--- config.mk ---
export PLATFORM = sky130hd
export DESIGN_NAME = pwm_divider
export DESIGN_NICKNAME = d
export VERILOG_FILES = /design/src/rtl/pwm_divider_pkg.sv /design/src/rtl/pwm_divider_ch.sv /design/src/rtl/pwm_divider.sv
export SDC_FILE = /design/constraint.sdc
export NUM_CORES = 1
export LEC_CHECK = 0
export ABC_CLOCK_PERIOD_IN_PS = 11300
export CELL_PAD_IN_SITES_DETAIL_PLACEMENT = 0
export CELL_PAD_IN_SITES_GLOBAL_PLACEMENT = 1
export CORE_MARGIN = 2
export CORE_UTILIZATION = 44
export CTS_CLUSTER_DIAMETER = 50
export DETAILED_ROUTE_END_ITERATION = 12
export PLACE_DENSITY = 0.77
export SYNTH_ARGS = -nofsm -noshare
export SYNTH_HDL_FRONTEND = slang
export SYNTH_HIERARCHICAL = 1
export SYNTH_SLANG_ARGS = --single-unit
--- constraint.sdc ---
create_clock -name clkI -period 11.3 [get_ports clkI]
set_input_delay 2.825 -clock clkI [delete_from_list [all_inputs] [get_ports clkI]]
set_output_delay 2.825 -clock clkI [all_outputs]
set_load 0.01 [all_outputs]
--- src/rtl/pwm_divider_pkg.sv ---
// rtl/pwm_divider_pkg.sv - shared types and constants for the PWM divider
package pwm_divider_pkg;

    typedef enum logic [1:0] {
        ST_IDLE = 2'd0,
        ST_RUN  = 2'd1,
        ST_DONE = 2'd2
    } ch_state_e;

    localparam logic MODE_CONT    = 1'b0;
    localparam logic MODE_ONESHOT = 1'b1;

endpackage

--- src/rtl/pwm_divider_ch.sv ---
// rtl/pwm_divider_ch.sv - one PWM channel: shadow/active config, counter, FSM
module pwm_divider_ch
    import pwm_divider_pkg::*;
#(
    parameter int WIDTH       = 24,
    parameter int PERIOD_INIT = 10_000_000,
    parameter int DUTY_INIT   = 5_000_000
) (
    input  logic             clk,
    input  logic             rst,
    input  logic             enable,
    input  logic             load,
    input  logic [WIDTH-1:0] load_period,
    input  logic [WIDTH-1:0] load_duty,
    input  logic             load_mode,
    output logic             clk_o,
    output logic             tick
);

    localparam logic [WIDTH-1:0] PERIOD_RST = WIDTH'(PERIOD_INIT);
    localparam logic [WIDTH-1:0] DUTY_RST   = WIDTH'(DUTY_INIT);
    localparam logic [WIDTH-1:0] CNT_ONE    = WIDTH'(1);

    ch_state_e        state_q, state_d;
    logic [WIDTH-1:0] cnt_q, cnt_d;
    logic             clk_o_q, clk_o_d;
    logic             tick_q, tick_d;
    logic [WIDTH-1:0] sh_period_q, sh_period_d;
    logic [WIDTH-1:0] sh_duty_q, sh_duty_d;
    logic             sh_mode_q, sh_mode_d;
    logic [WIDTH-1:0] act_period_q, act_period_d;
    logic [WIDTH-1:0] act_duty_q, act_duty_d;
    logic             act_mode_q, act_mode_d;
    logic             boundary;

    // Next-state logic: config shadowing, period counter, output compare and FSM
    always_comb begin
        state_d      = state_q;
        cnt_d        = cnt_q;
        clk_o_d      = 1'b0;
        tick_d       = 1'b0;
        sh_period_d  = sh_period_q;
        sh_duty_d    = sh_duty_q;
        sh_mode_d    = sh_mode_q;
        act_period_d = act_period_q;
        act_duty_d   = act_duty_q;
        act_mode_d   = act_mode_q;

        boundary = (state_q == ST_RUN) && (cnt_q == act_period_q);

        // A write always goes to the shadow; the active copy below reads the
        // old shadow, so a write on a boundary waits one more period.
        if (load) begin
            sh_period_d = load_period;
            sh_duty_d   = load_duty;
            sh_mode_d   = load_mode;
        end

        if (state_q == ST_IDLE || boundary) begin
            act_period_d = sh_period_q;
            act_duty_d   = sh_duty_q;
            act_mode_d   = sh_mode_q;
        end

        case (state_q)
            ST_IDLE: begin
                cnt_d = CNT_ONE;
                if (enable && act_period_q != '0) begin
                    state_d = ST_RUN;
                end
            end
            ST_RUN: begin
                // High for the last D cycles: cnt > P-D, evaluated as cnt+D > P
                // one bit wider so D >= P cannot wrap.
                clk_o_d = ({1'b0, cnt_q} + {1'b0, act_duty_q}) > {1'b0, act_period_q};
                tick_d  = boundary;
                cnt_d   = boundary ? CNT_ONE : cnt_q + CNT_ONE;
                if (boundary) begin
                    if (act_mode_q == MODE_ONESHOT) begin
                        state_d = ST_DONE;
                    end else if (sh_period_q == '0) begin
                        state_d = ST_IDLE;
                    end
                end
            end
            ST_DONE: begin
                cnt_d = CNT_ONE;
            end
            default: begin
                state_d = ST_IDLE;
                cnt_d   = CNT_ONE;
            end
        endcase

        if (!enable) begin
            state_d = ST_IDLE;
            cnt_d   = CNT_ONE;
            clk_o_d = 1'b0;
            tick_d  = 1'b0;
        end
    end

    // State register with synchronous reset to the initial configuration
    always_ff @(posedge clk) begin
        if (rst) begin
            state_q      <= ST_IDLE;
            cnt_q        <= CNT_ONE;
            clk_o_q      <= 1'b0;
            tick_q       <= 1'b0;
            sh_period_q  <= PERIOD_RST;
            sh_duty_q    <= DUTY_RST;
            sh_mode_q    <= MODE_CONT;
            act_period_q <= PERIOD_RST;
            act_duty_q   <= DUTY_RST;
            act_mode_q   <= MODE_CONT;
        end else begin
            state_q      <= state_d;
            cnt_q        <= cnt_d;
            clk_o_q      <= clk_o_d;
            tick_q       <= tick_d;
            sh_period_q  <= sh_period_d;
            sh_duty_q    <= sh_duty_d;
            sh_mode_q    <= sh_mode_d;
            act_period_q <= act_period_d;
            act_duty_q   <= act_duty_d;
            act_mode_q   <= act_mode_d;
        end
    end

    assign clk_o = clk_o_q;
    assign tick  = tick_q;

endmodule

--- src/rtl/pwm_divider.sv ---
// rtl/pwm_divider.sv - multi-channel PWM/clock divider top with load decode
module pwm_divider
    import pwm_divider_pkg::*;
#(
    parameter int CH          = 4,
    parameter int WIDTH       = 24,
    parameter int PERIOD_INIT = 10_000_000,
    parameter int DUTY_INIT   = 5_000_000
) (
    input  logic                                 clkI,
    input  logic                                 rst,
    input  logic [CH-1:0]                        enable,
    input  logic                                 load,
    input  logic [((CH > 1) ? $clog2(CH) : 1)-1:0] load_ch,
    input  logic [WIDTH-1:0]                     load_period,
    input  logic [WIDTH-1:0]                     load_duty,
    input  logic                                 load_mode,
    output logic [CH-1:0]                        clkO,
    output logic [CH-1:0]                        tick
);

    localparam int CH_W = (CH > 1) ? $clog2(CH) : 1;

    logic [CH-1:0] ch_load;

    // Route the write strobe to the addressed channel; indices >= CH match nothing
    always_comb begin
        ch_load = '0;
        for (int i = 0; i < CH; i++) begin
            ch_load[i] = load && (load_ch == CH_W'(i));
        end
    end

    for (genvar g = 0; g < CH; g++) begin : g_ch
        pwm_divider_ch #(
            .WIDTH      (WIDTH),
            .PERIOD_INIT(PERIOD_INIT),
            .DUTY_INIT  (DUTY_INIT)
        ) u_ch (
            .clk        (clkI),
            .rst        (rst),
            .enable     (enable[g]),
            .load       (ch_load[g]),
            .load_period(load_period),
            .load_duty  (load_duty),
            .load_mode  (load_mode),
            .clk_o      (clkO[g]),
            .tick       (tick[g])
        );
    end

endmodule
==> results.py <==
metrics = {
    "status": {
        "status": "finished, final reports clean",
    },
    "detailed_routing": {
        "initialDrtViolationCount": 1634,
        "drc_errors": 0,
        "avgViaCountPerCell": 5.643,
        "wire_per_inst_um": 19.89,
        "drtAntennaViolNets": 0,
        "detail_route.first_pass.iterations": 5,
        "finalWirelength_um": 80490,
        "vias": 22838,
    },
    "grt": {
        "grt_total_ovfl": 0,
        "grt.total_usage": 0.2498,
        "grt_pass1_wl_um": 123700,
        "largest_net_degree_at_the_start_of_global_routing": 103,
        "grt_use_met2": 0.4183,
        "grt_antenna_before_repair": 3,
        "use_met3": 0.03786,
        "grt_pass1_vias": 21796,
        "grt_use_met1": 0.3326,
        "global_route.peak_usage_layer": "met2",
    },
    "cts": {
        "postcts_setup_bufs": 0,
        "clock_sinks": 504,
        "cts_made_buffers": 69,
        "htree_num_levels": 3,
        "post_cts_resize_count": 0,
        "cts_root_buf": "clkbuf_16",
        "postCtsHoldBufs": 0,
        "tritoncts_clock_tree": "yes",
        "clkLatencyLatePin_ns": 0.60,
        "clock_path_buffers": 3,
        "clkSlewWorstSetupHoldPaths_ns": 0.06,
    },
    "floorplan": {
        "die_w_um": 252.1,
        "floorplan.io_pins": 66,
        "floorplan.core_area_um2": 60580,
        "initial_core_util": 0.4469,
        "floorplan.die.height_um": 252.1,
        "fp.dieArea_um2": 63540,
        "core.rowCount": 90,
    },
    "placed_design": {
        "gpl.final_weighted_congestion": 0.9185,
        "dp_hpwl_um": 59210,
        "preCtsSetupSlack_ns": 5.745,
        "placement.io_buffers": 65,
    },
    "yosys": {
        "post_synth_instance_area_um2": 27080,
        "ys_ff_latch": 504,
        "largest_cells_by_area_after_synthesis": "dfxtp_1 (37%), ha_1 (9.1%), mux2i_1 (6.5%), nand2_1 (5.5%), nor2_1 (5.4%)",
        "syn_area_per_cell_um2": 8.490,
        "synth_flop_cell": "dfxtp_1",
        "yosys.area.top_type_share": 0.3726,
        "yosysSeqAreaShare": 0.3726,
        "postSynth.asyncResetShare": 0,
        "synth-edff-count": 0,
        "synth.largest_area_cell": "dfxtp_1",
        "postSynthCellCount": 3189,
        "synth_fp_nets": 3447,
        "synth_cell_types": 76,
        "synth.yosys.warnings": 6,
    },
    "sta": {
        "tightestPinTransition_ns": 1.327,
        "layout_min_cycle_time_ns": 4.960,
        "finalWorstSetupSlack_ns": 6.340,
        "finalSetupTns_ns": 0,
        "maxSlewHeadroom": 0.1070,
        "finalClockSkew_ns": 0.02036,
        "rsz0062_at_grt": "no",
        "fmax_mhz": 201.6,
        "number_of_max_slew_violations_in_the_final_report": 0,
        "setup_viol": 0,
        "final.period_utilization": 0.4389,
        "final_hold_viol_count": 0,
    },
    "critical_path": {
        "timing.critical_path.to_type": "register",
        "reg2reg_slack_ns": 6.81,
        "critical_path_class": "input pin to register",
        "timing.critical_path.from_type": "input pin",
        "cp.required_ns": 11.79,
        "cp_max_fo": 102,
        "r2r_depth": 18,
        "arrival_time_at_the_worst_endpoint_ns": 5.45,
    },
    "job": {
        "max-cap-violations": 0,
    },
    "cells_and_area": {
        "layout.filler_cells": 5773,
        "post_route_cells_drive_above_1_share": 0.05084,
        "ant_cells": 0,
        "layout.cells.most_common": "dfxtp_1",
        "fin_util": 0.5057,
        "post_synthesis_to_final_layout_area_growth_pct": 13.16,
        "numnets_final": 3470,
        "final_cell_mix": "dfxtp_1 (504), nand2_1 (397), nor2_1 (392), a21oi_1 (208), ha_1 (196)",
    },
    "hold_path": {
        "worst_hold_path_type": "register to register",
        "min_delay_path_depth": 2,
    },
    "pwr": {
        "worst_ir_drop_vdd_mv": 0.1142,
        "power.density_cell_area_nw_per_um2": 143.7,
        "leakagePower_nw": 12.04,
    },
}
## routing by layer
layer | vias up | share of wire
li1 | 11178 | -
met1 | 10979 | 0.46
met2 | 557 | 0.46
met3 | 124 | 0.057
met4 | 0 | 0.025
met5 | - | 0
## Yosys cell counts, types with 5 or more instances
cell       number
a2111oi_0       8
a211o_1        76
a211oi_1       22
a21boi_0        5
a21o_1         32
a21oi_1       210
a221o_1         5
a221oi_1        6
a31oi_1        25
and2_1         10
and3_1         29
and3b_1         6
and4_1         15
buf_1          21
buf_2          11
buf_4           5
buf_6           8
clkbuf_1       85
dfxtp_1       504
ha_1          196
inv_1         145
mux2i_1       177
nand2_1       397
nand2b_1       29
nand3_1        56
nand3b_1       26
nand4_1        67
nor2_1        392
nor2b_1        63
nor3_1         35
nor4_1         64
o211ai_1       27
o21a_1         17
o21ai_0        73
o21bai_1        8
o41ai_1         8
or2_2           5
or3_1          10
xnor2_1       145
xor2_1        103
## stage by stage
step                      instances  hold slack (ns)  instance area (um^2)  power [W]
final                          4047           0.4477                 30640   0.004403
after global routing           4047           0.4711                 30640   0.004552
after CTS                      4047           0.4497                 30640   0.004442
after detailed placement       3923           0.4425                 28300   0.002234
after global placement         3923           0.4381                 28300   0.002225
after floorplan                3189           0.4227                 27080   0.002112
## report_power, final
group / leakage [nW] / switching (W) / total [W] / internal, W
clock: 1.13 / 0.000856 / 0.00220 / 0.00135
sequential: 4.10 / 0.0000467 / 0.00188 / 0.00183
combinational: 6.82 / 0.000197 / 0.000323 / 0.000126
## final cells by class
cell class                      count  area, um^2  share of cell area
Clock buffer                       87        1939             0.06330
Clock inverter                     37       396.6             0.01295
Inverter                          146       548.0             0.01789
Multi-Input combinational cell   2409       15900              0.5191
Sequential cell                   504       10090              0.3293
Tap cell                          782       978.4             0.03193
Timing Repair Buffer               82       783.3             0.02556
## critical path, cell delays in order
cell      delay [ns]
buf_8           0.44
buf_4           0.64
nand2b_1        0.22
nand2b_1        0.20
nand2b_1        0.71
inv_1           0.12
and2_1          0.19
## logic make-up (layout without fill, tap and decap cells)
family,Yosys count,count (layout),share of synthesized area
fa+ha+maj,200,200,0.09353
buf+inv,276,352,0.04168
compound gates,558,558,0.1344
mux,180,180,0.06668
simple gates,1223,1223,0.2109
flops,504,504,0.3726
xor+xnor,248,248,0.08022
## state kept, by name, indices dropped and copies added (netlist names)
name and count:
g_ch.u_ch/act_period_q 96, g_ch.u_ch/sh_period_q 96, g_ch.u_ch/sh_mode_q 4, g_ch.u_ch/act_mode_q 4, g_ch.u_ch/state_q 8, g_ch.u_ch/sh_duty_q 96
g_ch.u_ch/act_duty_q 96, g_ch.u_ch/clk_o 4, g_ch.u_ch/tick 4, g_ch.u_ch/cnt_q 96
## worst paths after layout
| path | end | start |
|---|---|---|
| setup / recovery | g_ch[3].u_ch/cnt_q[1] | rst |
| hold / removal | g_ch[1].u_ch/act_duty_q[4] | g_ch[1].u_ch/sh_duty_q[4] |
| setup reg to reg | g_ch[1].u_ch/clk_o | g_ch[1].u_ch/cnt_q[0] |
| hold reg to reg | g_ch[1].u_ch/act_duty_q[4] | g_ch[1].u_ch/sh_duty_q[4] |
Note: power is estimated with default switching activity, not from simulation.
